==> config.mk <==
export PLATFORM = sky130hd
export DESIGN_NAME = port_afu_rst_sequencer
export DESIGN_NICKNAME = d
export VERILOG_FILES = /design/src/rtl/port_afu_rst_sequencer.sv
export SDC_FILE = /design/constraint.sdc
export NUM_CORES = 1
export LEC_CHECK = 0
export CAP_MARGIN = 5
export CORE_ASPECT_RATIO = 0.75
export CORE_UTILIZATION = 39
export DETAILED_ROUTE_END_ITERATION = 7
export SLEW_MARGIN = 20
export SYNTH_ARGS = -nofsm -noshare
export SYNTH_HDL_FRONTEND = slang
export SYNTH_SLANG_ARGS = --single-unit
==> constraint.sdc <==
create_clock -name clk -period 1.88 [get_ports clk]
set_input_delay 0.188 -clock clk [delete_from_list [all_inputs] [get_ports clk]]
set_output_delay 0.188 -clock clk [all_outputs]
set_load 0.02 [all_outputs]
==> src/rtl/port_afu_rst_sequencer.sv <==
// port_afu_rst_sequencer: per-port AFU reset sequencing with TX drain, timeout and global mode
module port_afu_rst_sequencer #(
    parameter int PG_NUM_PORTS  = 4,
    parameter int RST_CYCLES    = 16,
    parameter int SETTLE_CYCLES = 8,
    parameter int DRAIN_TIMEOUT = 1024,
    parameter int GLOBAL_MODE   = 0
) (
    input  logic                    clk,
    input  logic                    rst,
    input  logic [PG_NUM_PORTS-1:0] rst_req,
    input  logic [PG_NUM_PORTS-1:0] tx_a_tvalid,
    input  logic [PG_NUM_PORTS-1:0] tx_a_tready,
    input  logic [PG_NUM_PORTS-1:0] tx_a_tlast,
    input  logic [PG_NUM_PORTS-1:0] tx_b_tvalid,
    input  logic [PG_NUM_PORTS-1:0] tx_b_tready,
    input  logic [PG_NUM_PORTS-1:0] tx_b_tlast,
    output logic [PG_NUM_PORTS-1:0] tx_gate,
    output logic [PG_NUM_PORTS-1:0] port_rst_n,
    output logic [PG_NUM_PORTS-1:0] port_busy,
    output logic [PG_NUM_PORTS-1:0] rst_done,
    output logic [PG_NUM_PORTS-1:0] drain_timeout
);
    localparam int N   = PG_NUM_PORTS;
    localparam int MX0 = RST_CYCLES > SETTLE_CYCLES ? RST_CYCLES : SETTLE_CYCLES;
    localparam int MX  = MX0 > DRAIN_TIMEOUT ? MX0 : DRAIN_TIMEOUT;
    localparam int CW  = $clog2(MX) + 1;
    localparam logic [CW-1:0] R_END = CW'(RST_CYCLES - 1);
    localparam logic [CW-1:0] S_END = CW'(SETTLE_CYCLES - 1);
    localparam logic [CW-1:0] D_END = CW'(DRAIN_TIMEOUT - 1);

    typedef enum logic [1:0] {RUN, DRAIN, HOLD, RELEASE} state_t;

    state_t        st     [N];
    state_t        st_nx  [N];
    logic [CW-1:0] cnt    [N];
    logic [CW-1:0] cnt_nx [N];
    logic [N-1:0]  in_a, in_b, in_a_nx, in_b_nx, clr;
    logic [N-1:0]  pend, pend_nx, dto, dto_nx;
    logic [N-1:0]  req, drained, tmo, ex;
    logic          all_dr;

    // next-state, counters, in-packet tracking and outputs for every port
    always_comb begin
        req     = GLOBAL_MODE != 0 ? {N{|rst_req}} : rst_req;
        in_a_nx = (tx_a_tvalid & tx_a_tready & ~tx_a_tlast) | (~(tx_a_tvalid & tx_a_tready) & in_a);
        in_b_nx = (tx_b_tvalid & tx_b_tready & ~tx_b_tlast) | (~(tx_b_tvalid & tx_b_tready) & in_b);
        drained = ~in_a_nx & ~in_b_nx;
        all_dr  = &drained;
        for (int i = 0; i < N; i++) begin
            st_nx[i]      = st[i];
            cnt_nx[i]     = &cnt[i] ? cnt[i] : cnt[i] + 1'b1;
            pend_nx[i]    = pend[i];
            dto_nx[i]     = dto[i] & ~req[i];
            tmo[i]        = DRAIN_TIMEOUT != 0 && cnt[i] == D_END;
            ex[i]         = GLOBAL_MODE != 0 ? all_dr : drained[i];
            case (st[i])
                RUN: begin
                    cnt_nx[i] = '0;
                    if (req[i] | pend[i]) begin
                        st_nx[i]   = DRAIN;
                        pend_nx[i] = 1'b0;
                    end
                end
                DRAIN: if (ex[i] | tmo[i]) begin
                    st_nx[i]  = HOLD;
                    cnt_nx[i] = '0;
                    dto_nx[i] = dto_nx[i] | (tmo[i] & ~drained[i]);
                end
                HOLD: if (cnt[i] == R_END) begin
                    st_nx[i]  = RELEASE;
                    cnt_nx[i] = '0;
                end
                RELEASE: begin
                    pend_nx[i] = pend[i] | req[i];
                    if (cnt[i] == S_END) begin
                        st_nx[i]  = RUN;
                        cnt_nx[i] = '0;
                    end
                end
            endcase
            clr[i]           = st[i] == HOLD || st_nx[i] == HOLD;
            tx_gate[i]       = st[i] == RUN || in_a[i] || in_b[i];
            port_rst_n[i]    = st[i] != HOLD;
            port_busy[i]     = st[i] != RUN;
            rst_done[i]      = st[i] == RELEASE && cnt[i] == S_END;
        end
        drain_timeout = dto;
    end

    // state registers; reset parks every port in HOLD so power-up follows the normal release flow
    always_ff @(posedge clk or posedge rst) begin
        if (rst) begin
            for (int i = 0; i < N; i++) begin
                st[i]  <= HOLD;
                cnt[i] <= '0;
            end
            in_a <= '0;
            in_b <= '0;
            pend <= '0;
            dto  <= '0;
        end else begin
            for (int i = 0; i < N; i++) begin
                st[i]  <= st_nx[i];
                cnt[i] <= cnt_nx[i];
            end
            in_a <= in_a_nx & ~clr;
            in_b <= in_b_nx & ~clr;
            pend <= pend_nx;
            dto  <= dto_nx;
        end
    end
endmodule
==> flow_metrics.env, run 1 <==
export IMPL_status="finished with violations"
export IMPL_failed_checks="negative setup slack"
export IMPL_relSlewSlack_pct=65.9
export IMPL_antenna_found_initial=0
export IMPL_ff2ff_setup_slack_ns=-0.12
export IMPL_clock_sinks=68
export IMPL_setup_worst_path_end_class="output port"
export IMPL_drc=0
export IMPL_fin_nets=580
export IMPL_dpl_cell_area_mm2=0.00506
export IMPL_ys_ff_latch=68
export IMPL_drt_pass1_iter_count=4
export IMPL_layout_setup_ws_ns=-0.132
export IMPL_setup_viol_count_final=13
export IMPL_area_growth_pct=44.7
export IMPL_cp_required_ns=1.69
export IMPL_path_max_fanout=2
export IMPL_cts_buffers=9
export IMPL_core_mm2=0.00962
export IMPL_via_per_inst=5.27
export IMPL_rows=31
export IMPL_clk_pin_slew_ns=0.05
export IMPL_drive_gt1_share_pct=28.7
export IMPL_dp_hpwl_um=6650
export IMPL_die_area_mm2=0.0103
export IMPL_io_buffers=49
export IMPL_p_per_area_mw_per_mm2=1110
export IMPL_die_height_um=88.1
export IMPL_yosys_warnings=0
export IMPL_crit_buf_inv=1
export IMPL_routedWlPerCell_um=13.7
export IMPL_mostFrequentLayoutCell="buf_4"
export IMPL_rsz0062_at_grt="yes"
export IMPL_layout_min_cycle_time_ns=2.01
export IMPL_clk_latency_ns=0.34
export IMPL_path_class="reg -> out"
export IMPL_initial_core_util_pct=40.0
export IMPL_post_place_ws_ns=-0.447
export IMPL_peakVddDrop_v=0.000817
export IMPL_cp_top_family="simple AND/OR/NAND/NOR gates"
export IMPL_yosysSeqAreaShare_pct=44.3
export IMPL_swShare_pct=34.4
export IMPL_holdWs_ns=0.258
export IMPL_internal_power_mw=4.06
export IMPL_crit_path_top_delay_cell="or4_4"
export IMPL_overflow=0
export IMPL_die_w_um=117
export IMPL_root_buffer="clkbuf_16"
export IMPL_fillers=873
export IMPL_maxCapViolCount=0
export IMPL_synth_edf_count=0
export IMPL_leakage_nw=2.49
export IMPL_ff_latch_area_mm2=0.00171
export IMPL_seq_power_share_pct=33.1
export IMPL_grt_pass1_wl_um=15300
export IMPL_ioPinCount=50
export IMPL_synth_area_leaders="dfrtp_1 42%, nor2_1 4.9%, nand2_1 3.4%, a21oi_1 3.4%, mux2i_1 2.9%"
export IMPL_drt_first_iter_violations=194
export IMPL_final_area_mm2=0.00557
export IMPL_synth_top_area_share_pct=41.6
export IMPL_syn_cell_area_mm2=0.00385
export IMPL_syn_num_nets=445
export IMPL_clock_skew_ns=0.00595
export IMPL_cts_tree="built"
export IMPL_pwr_share_comb_pct=39.9
export IMPL_cts_buffer_depth=2
export IMPL_h_tree_depth=3
export IMPL_gp_congestion=0.792
export IMPL_slew_viol_final=0
export IMPL_instances_no_fill=683
export IMPL_path_cells="or4_4, nor3_4, nor4b_4, buf_4"
export IMPL_cp_arrival_ns=1.82
export IMPL_synth_cell_type_count=65
export IMPL_synth_async_reset_ratio_pct=100
export IMPL_pwr_share_clk_pct=27.1
export IMPL_switchingPower_mw=2.13
export IMPL_ys_flop_type="dfrtp_1"
export IMPL_grt_pass1_vias=3309
export IMPL_hp_class="in -> async"
export IMPL_antenna_cells=0
export IMPL_wirelength_um=9330
export IMPL_hold_viol_final=0
export IMPL_ant_nets=0
export IMPL_critical_path_startpoint="cnt[26]"
export IMPL_placedCellCount=658
export IMPL_tns_ns=-1.20
export IMPL_syn_area_per_cell_um2=9.37
export IMPL_crit_path_max_incr_delay_ns=0.55
export IMPL_multi_input_area_mm2=0.00216
export IMPL_synthCells=411
export IMPL_yosysTopAreaCell="dfrtp_1"
export IMPL_timing_rr_start="cnt[8]"
export IMPL_fmax_mhz=497
export IMPL_finalCritPeriodShare_pct=107
export IMPL_grt_max_degree=41
export IMPL_grtUsageTotal_pct=19.4
export IMPL_worst_slew_pin_slew_ns=0.508
export IMPL_via_count=3601
export IMPL_mostFrequentLayoutCells="87 x buf_4, 63 x dfrtp_1, 45 x nor2_1"
export IMPL_p_total_mw=6.19
export IMPL_final_util_pct=57.9
export IMPL_critPathLaunchType="flop"
-- power by group through the flow --
stage	registers (mW)	clock network, mW	logic (mW)
3_5_place_dp	2.05	0	2.29
5_1_grt	2.09	1.79	2.71
3_3_place_gp	2.04	0	2.24
6_report	2.05	1.68	2.47
2_1_floorplan	1.98	0	1.39
4_1_cts	2.04	1.73	2.41
-- cell families (layout without fill, tap and decap cells) --
logic type	Yosys count	after routing	synth area share [%]
XOR/XNOR	13	13	2.96
flip-flops	68	68	44.3
adder cells (fa/ha/maj)	4	4	1.30
AND/OR/NAND/NOR	189	189	27.0
AO/OA/AOI/OAI	96	96	17.8
buffers and inverters	29	169	3.54
multiplexers	12	12	3.15
-- Yosys cell counts (3+ instances only) --
cell type  number
ha_1            4
and3b_1         4
nor3_1         17
buf_4           4
nand4_1         8
xor2_1          8
dfrtp_1        64
mux2i_1        11
or2_2           4
a211oi_1        6
and3_1          6
nand2_1        35
nor2b_1         4
or4_1           8
a21bo_2         5
a21oi_1        26
nor4_1          8
nand2b_1        3
nand3b_1        5
nand3_1        14
or3_1           7
a31oi_1         6
o21ai_0        13
o2bb2ai_1       4
xnor2_1         5
a21boi_0        4
o31ai_1         7
inv_1          14
nor2_1         50
clkbuf_1        6
buf_2           3
dfstp_2         4
-- worst paths after layout --
| path | cells past startpoint | endpoint |
|---|---|---|
| worst max register to register | 6 | cnt[9] |
| max in group asynchronous | 3 | st[1] |
| worst max-delay path | 4 | rst_done[1] |
| worst min register to register | 1 | drain_timeout[2] |
| worst min-delay path | 3 | in_b[3] |
| min in group clk | 3 | in_a[2] |
-- worst reg2reg max path: stages, from the launching register on --
cell	delay, ns
dfrtp_1	0.37
or4_4	0.57
buf_6	0.15
o41ai_4	0.33
o21a_1	0.24
buf_6	0.16
a211oi_2	0.04
-- registers in the layout, summed over array words and instances, names as in the netlist --
signal	count
drain_timeout	4
in_a	4
cnt	44
st	8
pend	4
in_b	4
-- final cells by class --
class | count | area share [%]
timing repair buffer | 139 | 21.3
clock buffer | 13 | 4.49
sequential | 68 | 30.6
clock inverter | 3 | 0.831
inverter | 14 | 1.01
tap | 132 | 2.96
multi-input combinational | 314 | 38.8
-- timing repair --
item / in CTS / in global routing
hold endpoints to repair: 0 / 0
setup buffers: 7 / 2
gates resized for setup: 54 / 13
hold buffers: 0 / 0
pin swaps: 11 / 7
setup endpoints to repair: 30 / 40
-- layer usage --
layer	GRT usage, %	part of all wire, %	vias up
met1	25.8	47	1709
met5	0	0	-
met2	30.7	46	79
li1	-	-	1793
met3	4.98	4.3	20
met4	6.56	1.8	0
(Power assumes the default switching activity.)
==> run 2, diff against run 1 <==
Settings changed: SLEW_MARGIN 20 to unset.
==> results of run 2 <==
Same layout as run 1: the final DEF is identical, and so are final timing and power.
